File: config.mk
export PLATFORM = sky130hd
export DESIGN_NAME = attosoc_mem_arbiter
export DESIGN_NICKNAME = d
export VERILOG_FILES = /design/src/rtl/attosoc_mem_arbiter.sv
export SDC_FILE = /design/constraint.sdc
export NUM_CORES = 1
export LEC_CHECK = 0
export CAP_MARGIN = 20
export CORE_AREA = 2 2 122 124
export CTS_BUF_LIST = sky130_fd_sc_hd__clkbuf_8
export CTS_CLUSTER_SIZE = 8
export DETAILED_ROUTE_END_ITERATION = 6
export DIE_AREA = 0 0 124 126
export PLACE_DENSITY = 0.8
export SLEW_MARGIN = 10
export SYNTH_ARGS = -nofsm -noshare
export SYNTH_HDL_FRONTEND = slang
export SYNTH_SLANG_ARGS = --single-unit
File: constraint.sdc
create_clock -name clk -period 2.41 [get_ports clk]
set_input_delay 0.482 -clock clk [delete_from_list [all_inputs] [get_ports clk]]
set_output_delay 0.482 -clock clk [all_outputs]
set_load 0.02 [all_outputs]
File: src/rtl/attosoc_mem_arbiter.sv
// Two-master round-robin arbiter in front of a single memory slave port.
// One transaction in flight; slave stalls are bounded by a TIMEOUT watchdog.
module attosoc_mem_arbiter #(
  parameter int unsigned TIMEOUT = 15
) (
  input  logic        clk,
  input  logic        resetn,
  input  logic        m0_valid,
  input  logic [31:0] m0_addr,
  input  logic [31:0] m0_wdata,
  input  logic [3:0]  m0_wstrb,
  output logic        m0_ready,
  output logic [31:0] m0_rdata,
  input  logic        m1_valid,
  input  logic [31:0] m1_addr,
  input  logic [31:0] m1_wdata,
  input  logic [3:0]  m1_wstrb,
  output logic        m1_ready,
  output logic [31:0] m1_rdata,
  output logic        s_valid,
  output logic [31:0] s_addr,
  output logic [31:0] s_wdata,
  output logic [3:0]  s_wstrb,
  input  logic        s_ready,
  input  logic [31:0] s_rdata,
  output logic        owner,
  output logic        timeout_err
);

  typedef enum logic {IDLE, BUSY} state_e;

  localparam logic [7:0] TIMEOUT_CNT = 8'(TIMEOUT);

  state_e      state_q, state_d;
  logic        owner_q, owner_d;
  logic        last_owner_q, last_owner_d;
  logic [7:0]  wait_cnt_q, wait_cnt_d;
  logic [31:0] s_addr_q, s_addr_d;
  logic [31:0] s_wdata_q, s_wdata_d;
  logic [3:0]  s_wstrb_q, s_wstrb_d;

  logic        grant_m1;
  logic        owner_valid;
  logic        done;
  logic        timed_out;
  logic [31:0] resp_data;

  always_ff @(posedge clk or negedge resetn) begin
    if (!resetn) begin
      state_q      <= IDLE;
      owner_q      <= 1'b0;
      last_owner_q <= 1'b1;
      wait_cnt_q   <= 8'd0;
      s_addr_q     <= 32'd0;
      s_wdata_q    <= 32'd0;
      s_wstrb_q    <= 4'd0;
    end else begin
      state_q      <= state_d;
      owner_q      <= owner_d;
      last_owner_q <= last_owner_d;
      wait_cnt_q   <= wait_cnt_d;
      s_addr_q     <= s_addr_d;
      s_wdata_q    <= s_wdata_d;
      s_wstrb_q    <= s_wstrb_d;
    end
  end

  always_comb begin
    state_d      = state_q;
    owner_d      = owner_q;
    last_owner_d = last_owner_q;
    wait_cnt_d   = wait_cnt_q;
    s_addr_d     = s_addr_q;
    s_wdata_d    = s_wdata_q;
    s_wstrb_d    = s_wstrb_q;
    grant_m1     = 1'b0;
    done         = 1'b0;
    timed_out    = 1'b0;
    resp_data    = 32'd0;
    owner_valid  = owner_q ? m1_valid : m0_valid;

    case (state_q)
      IDLE: begin
        if (m0_valid || m1_valid) begin
          // On contention the master that was not served last wins.
          grant_m1   = m1_valid && (!m0_valid || !last_owner_q);
          state_d    = BUSY;
          owner_d    = grant_m1;
          wait_cnt_d = 8'd0;
          s_addr_d   = grant_m1 ? m1_addr  : m0_addr;
          s_wdata_d  = grant_m1 ? m1_wdata : m0_wdata;
          s_wstrb_d  = grant_m1 ? m1_wstrb : m0_wstrb;
        end
      end
      BUSY: begin
        if (!owner_valid) begin
          state_d = IDLE;
        end else if (s_ready) begin
          done         = 1'b1;
          resp_data    = s_rdata;
          state_d      = IDLE;
          last_owner_d = owner_q;
        end else if (wait_cnt_q == TIMEOUT_CNT) begin
          done         = 1'b1;
          timed_out    = 1'b1;
          resp_data    = 32'hFFFF_FFFF;
          state_d      = IDLE;
          last_owner_d = owner_q;
        end else begin
          wait_cnt_d = wait_cnt_q + 8'd1;
        end
      end
      default: state_d = IDLE;
    endcase
  end

  assign m0_ready    = done && !owner_q;
  assign m1_ready    = done && owner_q;
  assign m0_rdata    = m0_ready ? resp_data : 32'd0;
  assign m1_rdata    = m1_ready ? resp_data : 32'd0;
  assign s_valid     = (state_q == BUSY);
  assign s_addr      = s_addr_q;
  assign s_wdata     = s_wdata_q;
  assign s_wstrb     = s_wstrb_q;
  assign owner       = owner_q;
  assign timeout_err = timed_out;

endmodule

---- After elaboration in Yosys (flattened, before gate mapping) ----
Index checks and enable logic that the tools add are counted.
operators by class
  $mul .................................... 0
  equal/unequal tests ..................... 5
  shift operators ......................... 0
  divide/modulo/power cells ............... 0
  bitwise operators ....................... 1
  reductions and logical operators ........ 12
  add/subtract/negate cells ............... 1
  magnitude comparators ................... 0
  mux-type cells .......................... 29
operators by type and width
  cell                   count
  $mux W32               8
  $mux W8                4
  $pmux W8 S2            1
  $mux W1                14
  $add A8 B1 Y8 const B  1
  $eq A8 B4 Y1 const B   1
  $ne A2 B2 Y1 const B   3
  $mux W4                1
  $reduce_and A4 Y1      1
  $logic_and A1 B1 Y1    3
  $logic_not A1 Y1       3
  $reduce_and A3 Y1      1
  $logic_or A1 B1 Y1     2
  $ne A2 B1 Y1 const B   1
  $pmux W1 S2            1
  $reduce_and A2 Y1      1
  $reduce_bool A2 Y1     1
  $not A1 Y1             1
storage, ports and cells
  input bits .............................. 173
  output and inout port bits .............. 137
  bits in latches ......................... 0
  bits in writable memories ............... 0
  memories ................................ 0
  flip-flop bits (word level) ............. 79
  word-level logic and storage cells ...... 55
  bits in read-only memories .............. 0

---- Depth between registers and ports, before layout ----
  depth after elaboration ................. 7
  mapped depth ............................ 8
  depth with buffers taken out ............ 5

---- Worst setup path after synthesis ----
OpenSTA, ideal clock, no wires.
  path kind ............................... flip-flop to output port
  from .................................... reg state_q, in the netlist s_valid
  to ...................................... out m0_rdata[10]
  data required time ...................... 1.928 ns
  path slack .............................. 0.121 ns
  arrival time ............................ 1.807 ns
  path buffers ............................ 3
  cell stages (with the launch flop) ...... 7
  cell sequence ........................... dfrtp_1 clkbuf_1 nand2_1 or3_1 buf_6 buf_6 nor2_1
between the ends
  word-level cells in the longest chain between the ends .. 3
  elaborated cells between the ends (all ways) .. 4
  those cells by class .................... 3 x mux; 1 x reduce/logical
RTL lines
  element                 line  text
  from (decl)             34    state_e state_q, state_d;
  from (signal assigned)  58    state_q <= state_d;
  $mux W1                 82    case (state_q)
  $logic_and A1 B1 Y1     117   assign m0_ready = done && !owner_q;
  $mux W32 (*)            119   assign m0_rdata = m0_ready ? resp_data : 32'd0;
  to (decl)               13    output logic [31:0] m0_rdata,
Mark *: on every way between the ends. The rest lies on a longest branch, timed or not.

---- Final worst setup path ----
  from .................................... reg wait_cnt_q[5]
  to ...................................... out m0_rdata[21]
between the ends
  word-level cells in the longest chain between the ends .. 7
  elaborated cells between the ends (all ways) .. 11
  those cells by class .................... 1 x eq/ne; 9 x mux; 1 x reduce/logical
RTL lines
  element                 line  text
  from (decl)             37    logic [7:0] wait_cnt_q, wait_cnt_d;
  from (signal assigned)  61    wait_cnt_q <= wait_cnt_d;
  $eq A8 B4 Y1 (*)        103   end else if (wait_cnt_q == TIMEOUT_CNT) begin
  $mux W1                 103
  $mux W1                 98    end else if (s_ready) begin
  $mux W1                 96    if (!owner_valid) begin
  $mux W1                 82
  $logic_and A1 B1 Y1     117
  $mux W32 (*)            119
Marks and branches as above.

==> flow_metrics.tcl <==
set metrics [dict create \
    status "complete, but fails checks" \
    violations "negative setup slack" \
    synthCells 470 \
    htreeDepth 3 \
    syn-num-nets 644 \
    cts_sinks 79 \
    final_cells 989 \
    cp-start-kind "flip-flop" \
    max-slew-margin-rel 0.604 \
    seq_power_share 0.299 \
    yosysWarnings 0 \
    hold_violations 0 \
    p_leak_uw 0.00371 \
    cts_tree "built" \
    clock_path_buffers 2 \
    hpwl_um 11600 \
    clock-root-buffer "clkbuf_8" \
    ys_seq_area_frac 0.468 \
    synth_compound_area_frac 0.109 \
    grt-ovfl-total 0 \
    utilization 0.583 \
    track_usage 0.185 \
    ys.flop_type "dfrtp_1" \
    internal_power_uw 4540 \
    setup_tns_ps -3570 \
    grt_first_pass_wirelength_um 22400 \
    die_h_um 126 \
    place_congestion 0.784 \
    dpl_cell_area_um2 7730 \
    io_buffers 309 \
    drtIter0Drc 119 \
    antenna_found_initial 0 \
    pwr-share-comb 0.570 \
    tightest_slew_ps 590 \
    clock_latency_ps 350 \
    maxCapViolations 0 \
    vias 4611 \
    antenna_left 0 \
    num_rows 44 \
    die-area_um2 15600 \
    synthMuxAreaShare 0.166 \
    arrival_ps 2050 \
    io_pins 310 \
    power.switching_uw 3050 \
    yosys.area_share.simple 0.203 \
    timing.final.crit_period_ps 2530 \
    crit_path_end_kind "output pin" \
    numCtsBuffers 9 \
    fillers 1208 \
    synth.avg_cell_area_um2 8.99 \
    fin_crit_sh 1.05 \
    mostFrequentLayoutCells "clkdlybuf4s50_1 (239), dfrtp_1 (78), nand2_1 (75)" \
    grt_max_degree 90 \
    pwr_density_cell_nw_per_um2 909 \
    drv_slew 0 \
    post-route-drc-count 0 \
    routed_via_density 4.66 \
    core_region_area_um2 14300 \
    wl_um 15500 \
    grt_pass1_vias 4428 \
    firstDrtPassIters 7 \
    path_class "reg -> out" \
    synth_seq_cells 79 \
    skew_ps 10.9 \
    avgRoutedWirePerCell_um 15.7 \
    synthAdderAreaFrac 0.00296 \
    fin_worst_hold_slack_ps 91.6 \
    synthXorXnorAreaFrac 0 \
    design_area_um2 8350 \
    setup_ws_ps -120 \
    clk_pin_slew_ps 80 \
    fp.dieW_um 124 \
    hp-class "in -> async" \
    nets 974 \
    ir_worst_vdd_v 0.000482 \
    timing.fmax_ghz 0.395 \
    cp_max_fo 16 \
    dp.cells 965 \
    ys_types 36 \
    n_antenna_cell 0 \
    synthesis.area_um2 4230 \
    cts_hold_buf 0 \
    async_reset_ff_frac 1.00 \
    start_util 0.295 \
    final_common_cell "clkdlybuf4s50_1" \
    worstPathRequired_ps 1930 \
    power_frac_clock 0.131 \
    rsz0062_at_grt "true" \
    setup_viol 66 \
    synth_top_family_by_area "simple AND/OR/NAND/NOR gates" \
    layout-drive-gt1-share 0.230 \
    swShare 0.401 \
    synth_edf_count 0 \
    syn_to_final_growth_pct 97.6 \
]
synthesized netlist by cell type (3+ instances only):
cell type,number,area (µm²)
dfrtp_1,78,1950
nand2_1,75,282
o21ai_0,71,355
mux2i_1,69,691
nor2_1,63,236
nor2b_1,32,200
clkbuf_1,18,67.6
buf_2,12,60.1
inv_1,8,30.0
nand3_1,6,30.0
buf_6,4,45.0
nand4_1,4,25.0
a31oi_1,3,18.8
and3_1,3,18.8
o211ai_1,3,22.5
power by group through the flow:
stage	sequential [µW]	clock [µW]	combinational, µW
6_report	2270	993	4330
5_1_grt	2350	1110	4630
3_5_place_dp	2300	0	4120
2_1_floorplan	2970	0	1210
4_1_cts	2270	1050	4210
3_3_place_gp	2260	0	4080
timing repair:
item / CTS / global route
setup buffers: 1 / 3
setup endpoints to repair: 67 / 67
gates resized for setup: 391 / 74
cloned: 2 / 2
pin swaps: 11 / 20
hold endpoints to repair: 0 / 0
stage by stage:
stage / total power (µW) / setup WS [ps]
2_1_floorplan: 4180 / 121
3_3_place_gp: 6340 / -563
3_5_place_dp: 6410 / -621
4_1_cts: 7530 / -91.6
5_1_grt: 8090 / -213
6_report: 7590 / -120
state kept, by name, summed over array words and instances, names as in the netlist:
name	flops
s_addr	32
s_wdata	32
wait_cnt_q	8
s_wstrb	4
last_owner_q	1
owner	1
s_valid	1
layout make-up:
class	count	area (µm²)	share of cell area
clock buffer	10	138	0.0165
clock inverter	6	61.3	0.00734
inverter	8	35.0	0.00420
multi-input combinational	347	2350	0.282
sequential	79	1980	0.237
tap	184	230	0.0276
timing repair buffer	355	3550	0.426
logic make-up (layout without fill, tap and decap cells):
logic type / Yosys count / in the layout
AO/OA/AOI/OAI: 85 / 85
adder cells (fa/ha/maj): 1 / 1
buffers and inverters: 44 / 379
flip-flops: 79 / 79
multiplexers: 70 / 70
AND/OR/NAND/NOR: 191 / 191
worst paths after layout:
check / endpoint / startpoint / cells after the start / slack [ps]
max in group asynchronous: s_wdata[17] / resetn / 2 / 1700
min in group clk: s_wdata[8] / s_wdata[8] / 2 / 480
hold / removal: s_addr[27] / resetn / 1 / 90
setup reg to reg: wait_cnt_q[4] / wait_cnt_q[0] / 7 / 390
hold reg to reg: s_wdata[8] / s_wdata[8] / 2 / 480
setup / recovery: m0_rdata[21] / wait_cnt_q[5] / 6 / -120
layer usage:
layer  track usage  up-vias  wire length [µm]
met3        0.0611       33              1520
met4        0.0753        0               492
met1         0.192     2105              5490
met5             0        -                 0
met2         0.336      224              7980
li1              -     2249                 -
critical path: stages (launching register included):
cell and delay (ps):
dfrtp_1 410, nor4_4 350, a21oi_2 100, or3_4 360, buf_8 170, nor2_1 140
buf_4 170
(Power assumes the default switching activity.)
